$ cat config.mk
export PLATFORM = sky130hd
export DESIGN_NAME = stoplight_monitor
export DESIGN_NICKNAME = d
export VERILOG_FILES = /design/src/rtl/stoplight_pkg.sv /design/src/rtl/stoplight_tick_gen.sv /design/src/rtl/stoplight_monitor.sv
export SDC_FILE = /design/constraint.sdc
export NUM_CORES = 1
export LEC_CHECK = 0
export ABC_AREA = 0
export CORE_MARGIN = 10
export CORE_UTILIZATION = 55
export CTS_BUF_LIST = sky130_fd_sc_hd__clkbuf_8
export DETAILED_ROUTE_END_ITERATION = 16
export GPL_ROUTABILITY_DRIVEN = 0
export GPL_TIMING_DRIVEN = 1
export PLACE_DENSITY = 0.79
export SYNTH_ARGS = -nofsm -noshare
export SYNTH_HDL_FRONTEND = slang
export SYNTH_SLANG_ARGS = --single-unit
$ cat constraint.sdc
create_clock -name Clock -period 3.8 [get_ports Clock]
set_clock_uncertainty 0.1 [all_clocks]
set_input_delay 0.76 -clock Clock [delete_from_list [all_inputs] [get_ports Clock]]
set_output_delay 0.76 -clock Clock [all_outputs]
set_load 0.01 [all_outputs]
$ cat src/rtl/stoplight_pkg.sv
// Shared encodings for the stoplight monitor: RGB bus codes, phase states,
// fault causes and the nominal dwell times.
package stoplight_pkg;

    localparam logic [2:0] GREEN_RGB  = 3'b010;
    localparam logic [2:0] YELLOW_RGB = 3'b110;
    localparam logic [2:0] RED_RGB    = 3'b100;
    localparam logic [2:0] OFF_RGB    = 3'b000;

    typedef enum logic [2:0] {
        PH_OFF    = 3'd0,
        PH_RED    = 3'd1,
        PH_GREEN  = 3'd2,
        PH_YELLOW = 3'd3,
        PH_FAULT  = 3'd7
    } phase_t;

    localparam logic [1:0] FC_NONE    = 2'b00;
    localparam logic [1:0] FC_ILLEGAL = 2'b01;
    localparam logic [1:0] FC_INVALID = 2'b10;

    localparam int DEF_EXP_GREEN  = 31;
    localparam int DEF_EXP_YELLOW = 4;
    localparam int DEF_EXP_RED    = 21;
    localparam int DEF_TOL        = 1;

    // True when a measured dwell lies outside exp_v +/- tol.
    function automatic logic dwell_off(input logic [5:0] dwell, input int exp_v, input int tol);
        int d;
        d = int'(dwell) - exp_v;
        return (d > tol) || (-d > tol);
    endfunction

endpackage

$ cat src/rtl/stoplight_tick_gen.sv
// Free-running divider producing a one-cycle tick every TICK_DIV clocks;
// the first tick appears TICK_DIV cycles after Reset is released.
module stoplight_tick_gen #(
    parameter int unsigned TICK_DIV = 100_000_000
) (
    input  logic Clock,
    input  logic Reset,
    output logic tick
);

    localparam int unsigned CW = (TICK_DIV > 1) ? $clog2(TICK_DIV) : 1;
    localparam logic [CW-1:0] LAST = CW'(TICK_DIV - 1);

    logic [CW-1:0] cnt;

    always_ff @(posedge Clock) begin
        if (Reset) begin
            cnt  <= '0;
            tick <= 1'b0;
        end else if (cnt == LAST) begin
            cnt  <= '0;
            tick <= 1'b1;
        end else begin
            cnt  <= cnt + CW'(1);
            tick <= 1'b0;
        end
    end

endmodule

$ cat src/rtl/stoplight_monitor.sv
// Passive stoplight RGB observer: phase tracking, dwell capture, loop count.
// Optional dwell tolerance checking is built when STOPLIGHT_MON_TIMING_CHECK_EN is defined.
//
//   state     | meaning
//   PH_OFF    | lights dark (reset / after any colour->OFF)
//   PH_RED    | red showing
//   PH_GREEN  | green showing
//   PH_YELLOW | yellow showing
//   PH_FAULT  | illegal order or invalid code seen; held until Reset
module stoplight_monitor
    import stoplight_pkg::*;
#(
    parameter int unsigned TICK_DIV   = 100_000_000,
    parameter int          EXP_GREEN  = DEF_EXP_GREEN,
    parameter int          EXP_YELLOW = DEF_EXP_YELLOW,
    parameter int          EXP_RED    = DEF_EXP_RED,
    parameter int          TOL        = DEF_TOL
) (
    input  logic       Clock,
    input  logic       Reset,
    input  logic [2:0] RGB,
    output logic [2:0] phase,
    output logic       fault,
    output logic [1:0] fault_code,
    output logic [5:0] dur_red,
    output logic [5:0] dur_green,
    output logic [5:0] dur_yellow,
    output logic       dur_valid,
    output logic [7:0] cycles,
    output logic [2:0] timing_err
);

    logic [2:0] rgb_q;
    phase_t     phase_q, phase_nxt;
    logic [1:0] fc_nxt;
    logic [5:0] dwell_q;
    logic       tick;
    logic       changed, capture;
    logic       rg_seen_q, gy_seen_q;

    stoplight_tick_gen #(.TICK_DIV(TICK_DIV)) u_tick (
        .Clock (Clock),
        .Reset (Reset),
        .tick  (tick)
    );

    always_comb begin
        phase_nxt = phase_q;
        fc_nxt    = FC_NONE;
        if (phase_q != PH_FAULT) begin
            case (rgb_q)
                OFF_RGB: phase_nxt = PH_OFF;
                RED_RGB: begin
                    if (phase_q == PH_OFF || phase_q == PH_YELLOW) phase_nxt = PH_RED;
                    else if (phase_q != PH_RED) begin
                        phase_nxt = PH_FAULT;
                        fc_nxt    = FC_ILLEGAL;
                    end
                end
                GREEN_RGB: begin
                    if (phase_q == PH_RED) phase_nxt = PH_GREEN;
                    else if (phase_q != PH_GREEN) begin
                        phase_nxt = PH_FAULT;
                        fc_nxt    = FC_ILLEGAL;
                    end
                end
                YELLOW_RGB: begin
                    if (phase_q == PH_GREEN) phase_nxt = PH_YELLOW;
                    else if (phase_q != PH_YELLOW) begin
                        phase_nxt = PH_FAULT;
                        fc_nxt    = FC_ILLEGAL;
                    end
                end
                default: begin
                    phase_nxt = PH_FAULT;
                    fc_nxt    = FC_INVALID;
                end
            endcase
        end
        changed = (phase_nxt != phase_q);
        capture = changed && (phase_nxt != PH_FAULT) &&
                  (phase_q == PH_RED || phase_q == PH_GREEN || phase_q == PH_YELLOW);
    end

    always_ff @(posedge Clock) begin
        if (Reset) begin
            rgb_q      <= OFF_RGB;
            phase_q    <= PH_OFF;
            fault      <= 1'b0;
            fault_code <= FC_NONE;
            dwell_q    <= '0;
            dur_red    <= '0;
            dur_green  <= '0;
            dur_yellow <= '0;
            dur_valid  <= 1'b0;
        end else begin
            rgb_q     <= RGB;
            phase_q   <= phase_nxt;
            dur_valid <= capture;
            if (phase_nxt == PH_FAULT && phase_q != PH_FAULT) begin
                fault      <= 1'b1;
                fault_code <= fc_nxt;
            end
            // A tick landing on the change edge is dropped, not carried over.
            if (changed)                        dwell_q <= '0;
            else if (tick && dwell_q != 6'd63)  dwell_q <= dwell_q + 6'd1;
            if (capture) begin
                case (phase_q)
                    PH_RED:    dur_red    <= dwell_q;
                    PH_GREEN:  dur_green  <= dwell_q;
                    PH_YELLOW: dur_yellow <= dwell_q;
                    default:   ;
                endcase
            end
        end
    end

    always_ff @(posedge Clock) begin
        if (Reset) begin
            rg_seen_q <= 1'b0;
            gy_seen_q <= 1'b0;
            cycles    <= '0;
        end else if (changed && phase_nxt == PH_OFF) begin
            rg_seen_q <= 1'b0;
            gy_seen_q <= 1'b0;
        end else if (phase_q == PH_RED && phase_nxt == PH_GREEN) begin
            rg_seen_q <= 1'b1;
            gy_seen_q <= 1'b0;
        end else if (phase_q == PH_GREEN && phase_nxt == PH_YELLOW) begin
            gy_seen_q <= rg_seen_q;
        end else if (phase_q == PH_YELLOW && phase_nxt == PH_RED) begin
            if (gy_seen_q) cycles <= cycles + 8'd1;
            rg_seen_q <= 1'b0;
            gy_seen_q <= 1'b0;
        end
    end

    assign phase = phase_q;

`ifdef STOPLIGHT_MON_TIMING_CHECK_EN
    logic [2:0] te_q, te_now;

    always_comb begin
        te_now = 3'b000;
        if (capture) begin
            case (phase_q)
                PH_RED:    te_now[0] = dwell_off(dwell_q, EXP_RED, TOL);
                PH_GREEN:  te_now[1] = dwell_off(dwell_q, EXP_GREEN, TOL);
                PH_YELLOW: te_now[2] = dwell_off(dwell_q, EXP_YELLOW, TOL);
                default:   ;
            endcase
        end
    end

    always_ff @(posedge Clock) begin
        if (Reset) te_q <= 3'b000;
        else       te_q <= te_q | te_now;
    end

    assign timing_err = te_q;
`else
    assign timing_err = 3'b000;
`endif

endmodule

==> flow_summary.json <==
{
  "cp_max_fo": 19,
  "p_leak_nw": 1.375,
  "cts_tree": "built",
  "yosysSeqAreaShare_pct": 44.02,
  "die_w_um": 97.16,
  "cp_cell_sequence": "clkdlybuf4s50_1",
  "pwr-share-seq_pct": 49.3,
  "ys_warn_count": 0,
  "io_pins": 41,
  "rsz0062_at_grt": "false",
  "r2r-end": "u_tick.cnt[23]",
  "end_kind": "output pin",
  "grt_max_degree": 56,
  "coreArea_sq_mm": 0.005851,
  "cts.path.max_buffers": 2,
  "clkLatencyLatePin_ps": 340,
  "routed-via-count": 2692,
  "htreeDepth": 3,
  "antenna_found_initial": 0,
  "power_w": 0.001620,
  "worst-path-stages": 1,
  "vias_per_cell": 5.438,
  "final_nets": 423,
  "cts_resized": 0,
  "worst-r2r-setup-slack_ps": 1330,
  "fill_cells": 476,
  "place_ws_ps": 1307,
  "min_period_ps": 2543,
  "core.rowCount": 28,
  "start_util_pct": 55.97,
  "drv_cap": 0,
  "overflow": 0,
  "grt-busiest-layer": "met2",
  "syn_area_sq_mm": 0.003274,
  "cts-root-buf": "clkbuf_8",
  "layout_setup_ws_ps": 1257,
  "worst_pin_slew_ps": 1121,
  "grt_pass1_wl_um": 11700,
  "pwr-share-clk_pct": 44.8,
  "dieArea_sq_mm": 0.009440,
  "crit_family": "flip-flops",
  "cp.arrival_ps": 1680,
  "cp_num_buf_inv": 1,
  "numClockSinks": 72,
  "cellPowerDensity_mw_per_mm2": 417.2,
  "dp_hpwl_um": 4702,
  "area_delta_synth_final_pct": 18.57,
  "insertedDiodeCount": 0,
  "max_slew_margin_pct": 24.63,
  "drive_gt1_share_pct": 5.476,
  "cts_setup_buffers": 0,
  "cts_buffers": 9,
  "p_sw_w": 0.0003672,
  "reg2reg_depth": 5,
  "fmax_ghz": 0.3933,
  "die_height_um": 97.16,
  "synth_edf_count": 0,
  "synthTopCellsByCount": "dfxtp_1 (72), nor2_1 (64), nand2_1 (32)",
  "critPathLaunchType": "register",
  "routedWlPerCell_um": 13.87,
  "synth.top_cell.area_share_pct": 44.02,
  "synth_seq_cells": 72,
  "drc": 0,
  "grt_pass1_vias": 2584,
  "status": "finished clean",
  "path_class": "register to output pin",
  "slew_violations": 0,
  "drtAntennaViolNets": 0,
  "setup_viol": 0,
  "p_int_w": 0.001252,
  "grtUsageMet2_pct": 24.54,
  "setup.worst_path.start": "phase[1]",
  "clk_pin_slew_ps": 70,
  "switching_share_pct": 22.67,
  "synth_most_common_cell": "dfxtp_1",
  "synth_cell_types": 49,
  "synth_cells": 387,
  "dr.pass1.iters": 7,
  "ir_drop_mv": 0.3527,
  "gr-usage-met1_pct": 15.97,
  "fin_crit_sh_pct": 66.91,
  "required_ps": 2940,
  "setup_tns_ps": 0,
  "max_stage_delay_ps": 690,
  "grtUsageTotal_pct": 14.45,
  "syn_area_per_cell_sq_um": 8.461,
  "crit_path_end": "phase[1]",
  "combPwrFrac_pct": 5.9,
  "min_path_type": "register to register",
  "r2r-start": "u_tick.cnt[0]",
  "synthFlopType": "dfxtp_1",
  "hold_violations": 0,
  "wl_um": 6868,
  "drt_iter0_drc": 123,
  "grt_use_met3_pct": 4.979,
  "postCtsHoldBufs": 0,
  "synthArstFlopShare_pct": 0,
  "critPathSlowestCell": "dfxtp_1",
  "portBuffers": 37,
  "synth.area.top_cells": "dfxtp_1 (44%), nor2_1 (7.3%), mux2i_1 (6.4%), xnor2_1 (5.3%), nand2_1 (3.7%)",
  "yosys.area.top_type": "dfxtp_1"
}
==> power by group through the flow <==
stage / Combinational [W] / Sequential [W] / Clock (W)
final: 0.0000954 / 0.000798 / 0.000726
after global routing: 0.000107 / 0.000803 / 0.000774
after CTS: 0.0000959 / 0.000797 / 0.000740
after detailed placement: 0.0000960 / 0.000815 / 0
after global placement: 0.0000923 / 0.000815 / 0
after floorplan: 0.0000781 / 0.000803 / 0
==> state kept, by name, indices dropped and copies added, names as in the netlist <==
name	count
rgb_q	3
fault_code	2
u_tick.cnt	27
cycles	8
u_tick.tick	1
phase	3
gy_seen_q	1
fault	1
rg_seen_q	1
dur_valid	1
dur_red	6
dur_green	6
dur_yellow	6
dwell_q	6
==> layout by cell type (no fill, tap or decap), drive strengths merged, types with 10 or more instances in the layout <==
master / Yosys / final
dfxtp: 72 / 72
nor2: 64 / 64
clkdlybuf4s50: 0 / 36
nand2: 32 / 32
mux2i: 21 / 21
nand3: 21 / 21
xnor2: 20 / 20
inv: 14 / 16
nor3: 14 / 14
a21oi: 12 / 12
o21ai: 10 / 10
==> cell families (layout without fill, tap and decap cells) <==
logic type,Yosys count,count (layout),share of synthesized area (%)
AOI/OAI and AO/OA,40,40,7.490
xor gates and xnor gates,29,29,7.757
adders and majority gates,3,3,1.146
buffers and inverters,36,67,4.700
DFF,72,72,44.02
muxes,22,22,6.763
other,1,3,0.1145
and+or+nand+nor,184,184,28.01
==> per-stage QoR <==
step | utilization [%] | hold slack, ps | area [sq um] | instances
2_1_floorplan | - | 326.0 | 3282 | 389
3_3_place_gp | 62.21 | 333.6 | 3640 | 479
3_5_place_dp | 62.21 | 345.0 | 3640 | 479
4_1_cts | 66.36 | 356.0 | 3882 | 495
5_1_grt | 66.36 | 372.0 | 3882 | 495
6_report | 66.36 | 355.1 | 3882 | 495
==> layout make-up <==
type | count | area (sq um) | area share, %
well taps | 75 | 93.84 | 2.417
clock inverters | 7 | 118.9 | 3.062
multi-input cells | 281 | 1687 | 43.44
clock buffers | 9 | 123.9 | 3.190
inverters | 14 | 52.55 | 1.354
repair buffers | 37 | 365.4 | 9.410
flip-flops and latches | 72 | 1441 | 37.13
==> worst min-delay path by stage <==
stage	from	end	cells after the start	slack, ps
final	fault	fault	2	360
after global routing	rg_seen_q	rg_seen_q	2	370
after CTS	rg_seen_q	rg_seen_q	2	360
after detailed placement	fault	fault	2	350
after global placement	u_tick.cnt[0]	u_tick.cnt[0]	1	330
after floorplan	u_tick.cnt[0]	u_tick.cnt[0]	1	330
==> routing by layer <==
metal | share of wire, % | up-vias | wire, um
met5 | 0 | - | 0
met4 | 0.83 | 0 | 57
met3 | 4.6 | 6 | 315
met2 | 48 | 42 | 3329
met1 | 46 | 1260 | 3166
li1 | - | 1384 | -
Note: power is estimated with default switching activity, not from simulation.
